**src/rtl/sw_pkg.sv**
```systemverilog
// sw_pkg: shared definitions for the 4x4 packet switch allocator.
//   PKTW   - flit msb (flits are PKTW+1 = 10 bits wide)
//   PORT   - port-vector msb (PORT+1 = 4 ports)
//   NPORT  - number of switch ports
//   FL_*   - flit type codes carried in flit bits [9:8]
//   arb_state_e - per-output allocator FSM states
package sw_pkg;

  localparam int PKTW  = 9;
  localparam int PORT  = 3;
  localparam int NPORT = 4;

  localparam logic [1:0] FL_IDLE = 2'b00;
  localparam logic [1:0] FL_HEAD = 2'b10;
  localparam logic [1:0] FL_BODY = 2'b01;
  localparam logic [1:0] FL_TAIL = 2'b11;

  typedef enum logic {
    ST_IDLE,
    ST_BUSY
  } arb_state_e;

endpackage

```
**src/rtl/sw_rr_arb.sv**
```systemverilog
// sw_rr_arb: round-robin allocator for a single switch output.
// Holds the FSM, the round-robin pointer and the one-hot owner register.
//   clk     - rising-edge clock
//   rst_n   - synchronous active-low reset
//   req_i   - bit i set = input i requests this output (already masked)
//   tail_i  - the current owner presents a tail flit this cycle
//   gnt_o   - one-hot grant (owner) vector, registered; zero when idle
module sw_rr_arb
  import sw_pkg::*;
(
  input  logic             clk,
  input  logic             rst_n,
  input  logic [NPORT-1:0] req_i,
  input  logic             tail_i,
  output logic [NPORT-1:0] gnt_o
);

  arb_state_e       state_q;
  logic [1:0]       ptr_q;
  logic [1:0]       ptr_d;
  logic [NPORT-1:0] gnt_q;
  logic             found;
  logic [1:0]       winner;
  logic [1:0]       idx;

  // Search the request vector starting at the pointer; the 2-bit index
  // wraps naturally, which gives the modulo-4 rotation.
  always_comb begin
    found  = 1'b0;
    winner = ptr_q;
    idx    = ptr_q;
    for (int k = 0; k < NPORT; k++) begin
      idx = ptr_q + 2'(k);
      if (!found && req_i[idx]) begin
        found  = 1'b1;
        winner = idx;
      end
    end
    ptr_d = winner + 2'd1;
  end

  // Grant is taken in IDLE and kept until the owner's tail is seen; heads
  // arriving while BUSY (including a stray head from the owner) are ignored.
  always_ff @(posedge clk) begin
    if (!rst_n) begin
      state_q <= ST_IDLE;
      ptr_q   <= 2'd0;
      gnt_q   <= '0;
    end else begin
      case (state_q)
        ST_IDLE: begin
          if (found) begin
            gnt_q   <= NPORT'(1) << winner;
            ptr_q   <= ptr_d;
            state_q <= ST_BUSY;
          end
        end
        ST_BUSY: begin
          if (tail_i) begin
            gnt_q   <= '0;
            state_q <= ST_IDLE;
          end
        end
        default: begin
          gnt_q   <= '0;
          state_q <= ST_IDLE;
        end
      endcase
    end
  end

  assign gnt_o = gnt_q;

endmodule

```
**src/rtl/sw_alloc.sv**
```systemverilog
// sw_alloc: output-port allocator for the 4x4 packet switch.
// Decodes head flits on each input, arbitrates every output round-robin
// and holds each grant from head through tail.
//   clk        - rising-edge clock
//   rst_n      - synchronous active-low reset
//   co0..co3   - flit presented by input i: [9:8] type, [7:0] payload,
//                head destination in payload [1:0]
//   ack0..ack3 - grant vector of output j, bit i = input i owns output j
//   busy       - bit j = output j allocated
module sw_alloc
  import sw_pkg::*;
(
  input  logic          clk,
  input  logic          rst_n,
  input  logic [PKTW:0] co0,
  input  logic [PKTW:0] co1,
  input  logic [PKTW:0] co2,
  input  logic [PKTW:0] co3,
  output logic [PORT:0] ack0,
  output logic [PORT:0] ack1,
  output logic [PORT:0] ack2,
  output logic [PORT:0] ack3,
  output logic [PORT:0] busy
);

  logic [NPORT-1:0][1:0]       flitType;
  logic [NPORT-1:0][1:0]       flitDest;
  logic [NPORT-1:0][NPORT-1:0] gnt;
  logic [NPORT-1:0][NPORT-1:0] req;
  logic [NPORT-1:0]            granted;
  logic [NPORT-1:0]            isTail;

  assign flitType[0] = co0[PKTW:PKTW-1];
  assign flitType[1] = co1[PKTW:PKTW-1];
  assign flitType[2] = co2[PKTW:PKTW-1];
  assign flitType[3] = co3[PKTW:PKTW-1];
  assign flitDest[0] = co0[1:0];
  assign flitDest[1] = co1[1:0];
  assign flitDest[2] = co2[1:0];
  assign flitDest[3] = co3[1:0];

  // An input already owning some output must not raise a new request, so the
  // owner's own head (still visible the cycle after its grant) is never
  // arbitrated a second time.
  always_comb begin
    granted = '0;
    isTail  = '0;
    req     = '0;
    for (int j = 0; j < NPORT; j++) begin
      granted = granted | gnt[j];
    end
    for (int i = 0; i < NPORT; i++) begin
      isTail[i] = (flitType[i] == FL_TAIL);
    end
    for (int j = 0; j < NPORT; j++) begin
      for (int i = 0; i < NPORT; i++) begin
        req[j][i] = (flitType[i] == FL_HEAD) && (flitDest[i] == 2'(j)) &&
                    !granted[i];
      end
    end
  end

  for (genvar j = 0; j < NPORT; j++) begin : g_arb
    // The grant is one-hot, so masking the tail vector picks the owner's tail.
    sw_rr_arb u_arb (
      .clk    (clk),
      .rst_n  (rst_n),
      .req_i  (req[j]),
      .tail_i (|(gnt[j] & isTail)),
      .gnt_o  (gnt[j])
    );
  end

  assign ack0 = gnt[0];
  assign ack1 = gnt[1];
  assign ack2 = gnt[2];
  assign ack3 = gnt[3];

  always_comb begin
    busy = '0;
    for (int j = 0; j < NPORT; j++) begin
      busy[j] = |gnt[j];
    end
  end

endmodule

```
**config.mk**
```make
export PLATFORM = sky130hd
export DESIGN_NAME = sw_alloc
export DESIGN_NICKNAME = d
export VERILOG_FILES = /design/src/rtl/sw_pkg.sv /design/src/rtl/sw_rr_arb.sv /design/src/rtl/sw_alloc.sv
export SDC_FILE = /design/constraint.sdc
export NUM_CORES = 1
export LEC_CHECK = 0
export ABC_AREA = 1
export CAP_MARGIN = 20
export CORE_ASPECT_RATIO = 1.2
export CORE_MARGIN = 4
export CORE_UTILIZATION = 53
export CTS_CLUSTER_SIZE = 28
export DETAILED_ROUTE_END_ITERATION = 10
export PLACE_DENSITY = 0.89
export SLEW_MARGIN = 25
export SYNTH_ARGS = -nofsm -noshare
export SYNTH_HDL_FRONTEND = slang
export SYNTH_SLANG_ARGS = --single-unit
```
**constraint.sdc**
```tcl
create_clock -name clk -period 2.7 [get_ports clk]
set_input_delay 0.54 -clock clk [delete_from_list [all_inputs] [get_ports clk]]
set_output_delay 0.54 -clock clk [all_outputs]
set_load 0.05 [all_outputs]
```
==> impl_metrics.ini <==
[status]
status = finished clean

[yosys]
synthesis.nets = 551
yosysSeqAreaShare_pct = 18.7
synth_cell_types = 30
synth_warnings = 0
avgSynthCellArea_sq_um = 6.07
yosys.area.top_type = nand2_1
synth_seq_cells = 28
synth_top_area_share_pct = 19.8
synthTopCellsByArea = nand2_1, dfxtp_1, nand3_1
syn-cell-area_sq_um = 2990
netlist_instances = 493

[cells_and_area]
layout_common_cells = nand2_1, nand3_1, clkdlybuf4s50_1
diodes = 0
final_common_cell = nand2_1
fin_nets = 598
syn_to_final_growth_pct = 20.9
post-route-util_pct = 67.4
drive_gt1_share_pct = 19.3

[route]
vias_per_cell = 5.66
ant_nets = 0
drt_first_pass_iters = 5
wirelength_mm = 7.89
vias = 3399
drc = 0
wl_per_cell_microns = 13.1
drt_iter0_markers = 346

[sta]
holdWs_ns = 0.490
worst_pin_slew_ns = 0.717
fin_crit_ns = 2.52
slew_headroom_pct = 52.2
finClkSkew_ns = 0.00408
fin_tns_setup_ns = 0
clock.fmax_mhz = 396
finalCritPeriodShare_pct = 93.5
drv_slew = 0
hold_violations = 0
setup_viol = 0

[floorplanning]
fp.dieArea_sq_um = 6920
ioPinCount = 62
dieWidth_microns = 76.6
die_h_microns = 90.3
core_sq_um = 5370
rows = 29
start_util_pct = 55.7

[placed_design]
portBuffers = 37
gp_congestion = 0.900
dpl.hpwl_mm = 6.19

[clock_network]
cts-root-buf = clkbuf_8
cts_buffers = 3
clock_sinks = 28
clk_latency_ns = 0.29
ctsHtreeMaxLevel = 1
cts_buffer_depth = 2
post_cts.repair.setup_buffers = 0
cts_tree = yes
path_clk_slew_ns = 0.10
holdBufCountCts = 0
cts_resized = 0

[worst_hold_path]
holdPathStages = 2
hp-start = g_arb[0].u_arb.state_q$_SDFF_PN0_
worst_hold_path_type = flip-flop to flip-flop

[global_route]
grt_max_degree = 22
grt_pass1_wl_mm = 13.5
first_global_vias = 3255
grt-ovfl-total = 0
grtUsageTotal_pct = 22.9
grt_antenna_before_repair = 0

[power_and_ir_drop]
p_int_uw = 2040
p_seq_share_pct = 16.3
p_sw_share_pct = 56.6
power_frac_clock_pct = 7.4
p_comb_share_pct = 76.3
power.switching_uw = 2660
ir_drop_mv = 1.11
leakagePower_uw = 0.00173
power_density_nw_per_um2 = 1300

[run]
maxCapViolCount = 0

[setup_path]
cp-start-kind = input port
crit_type = input port to flip-flop
critPathCaptureType = flip-flop
cp.required_ns = 2.85
r2r_cells = 15
critPathArrivalTime_ns = 2.67
startpoint = co1[1]
cp_max_fo = 3
r2r-start = g_arb[3].u_arb.ptr_q[0]$_SDFFE_PN0P_
[cells by family after synthesis]
group                    count (synthesis)  share of synthesized area (%)
XOR/XNOR                                 4                           2.55
buffers and inverters                   69                           9.79
AND/OR/NAND/NOR                        331                           54.0
AO/OA/AOI/OAI                           45                           8.24
adder cells (fa/ha/maj)                 16                           6.69
flip-flops                              28                           18.7
[critical path: stages]
cell	delay (ns)
clkdlybuf4s50_1	0.46
inv_1	0.10
nand2_1	0.06
nor2_1	0.14
nand2_1	0.09
o21ai_1	0.17
nand2_1	0.07
nand2_1	0.10
nand3_1	0.11
nand3_1	0.12
nand2_1	0.07
a21oi_1	0.22
ha_1	0.27
nand3_1	0.09
a21oi_1	0.06
[worst paths after layout]
kind | to | slack [ns]
min | g_arb[0].u_arb.state_q$_SDFF_PN0_ | 0.49
max | g_arb[1].u_arb.ptr_q[1]$_SDFFE_PN0P_ | 0.18
min reg2reg | g_arb[0].u_arb.state_q$_SDFF_PN0_ | 0.49
max reg2reg | g_arb[3].u_arb.gnt_o[1]$_SDFFE_PN0P_ | 0.34
[final cells by class]
type                            count  area (sq um)
Clock buffer                        3          41.3
Clock inverter                      1          30.0
Fill cell                         475          1750
Inverter                           58           218
Multi-Input combinational cell    396          2200
Sequential cell                    28           561
Tap cell                           62          77.6
Timing Repair Buffer               53           490
[layer usage]
layer	global-route usage, %	wire length (microns)	up-vias
met5	0	0	-
met3	3.69	390	30
met1	25.8	3160	1546
li1	-	-	1704
met4	9.37	267	0
met2	42.2	4070	119
[power groups by stage]
stage                     clock network (uW)  registers (uW)  logic, uW
after CTS                                342             762       3520
after global routing                     359             787       3960
final                                    345             767       3580
after detailed placement                   0             772       3500
after global placement                     0             768       3390
after floorplan                            0             913       2460
[through the flow]
stage / std cells / setup WS, ns / power (uW) / area (sq um)
3_3_place_gp: 597 / -0.0958 / 4160 / 3480
4_1_cts: 601 / 0.153 / 4630 / 3560
2_1_floorplan: 493 / 0.371 / 3370 / 2990
3_5_place_dp: 597 / -0.139 / 4270 / 3480
5_1_grt: 601 / -0.00289 / 5100 / 3620
6_report: 601 / 0.177 / 4700 / 3620
[sequential cells by signal (all words and copies together), names as in the netlist]
signal	count
g_arb.u_arb.state_q	4
g_arb.u_arb.gnt_o	16
g_arb.u_arb.ptr_q	8
[synthesized netlist by cell type]
cell and number:
a21oi_1 23, a21oi_2 2, a31oi_1 1, buf_2 3, buf_4 4, buf_6 2, clkbuf_1 2, clkinv_1 2
dfxtp_1 28, ha_1 16, inv_1 35, inv_2 21, nand2_1 158, nand2_2 18, nand2_4 2, nand3_1 94
nand3_2 8, nand4_1 9, nand4_2 1, nand4_4 4, nor2_1 29, nor2_2 5, nor2_4 2, nor2_8 1
o211ai_1 1, o21ai_0 6, o21ai_1 4, o22ai_1 8, xnor2_4 1, xor2_2 3
No activity file was read; power rests on OpenSTA's default activity.
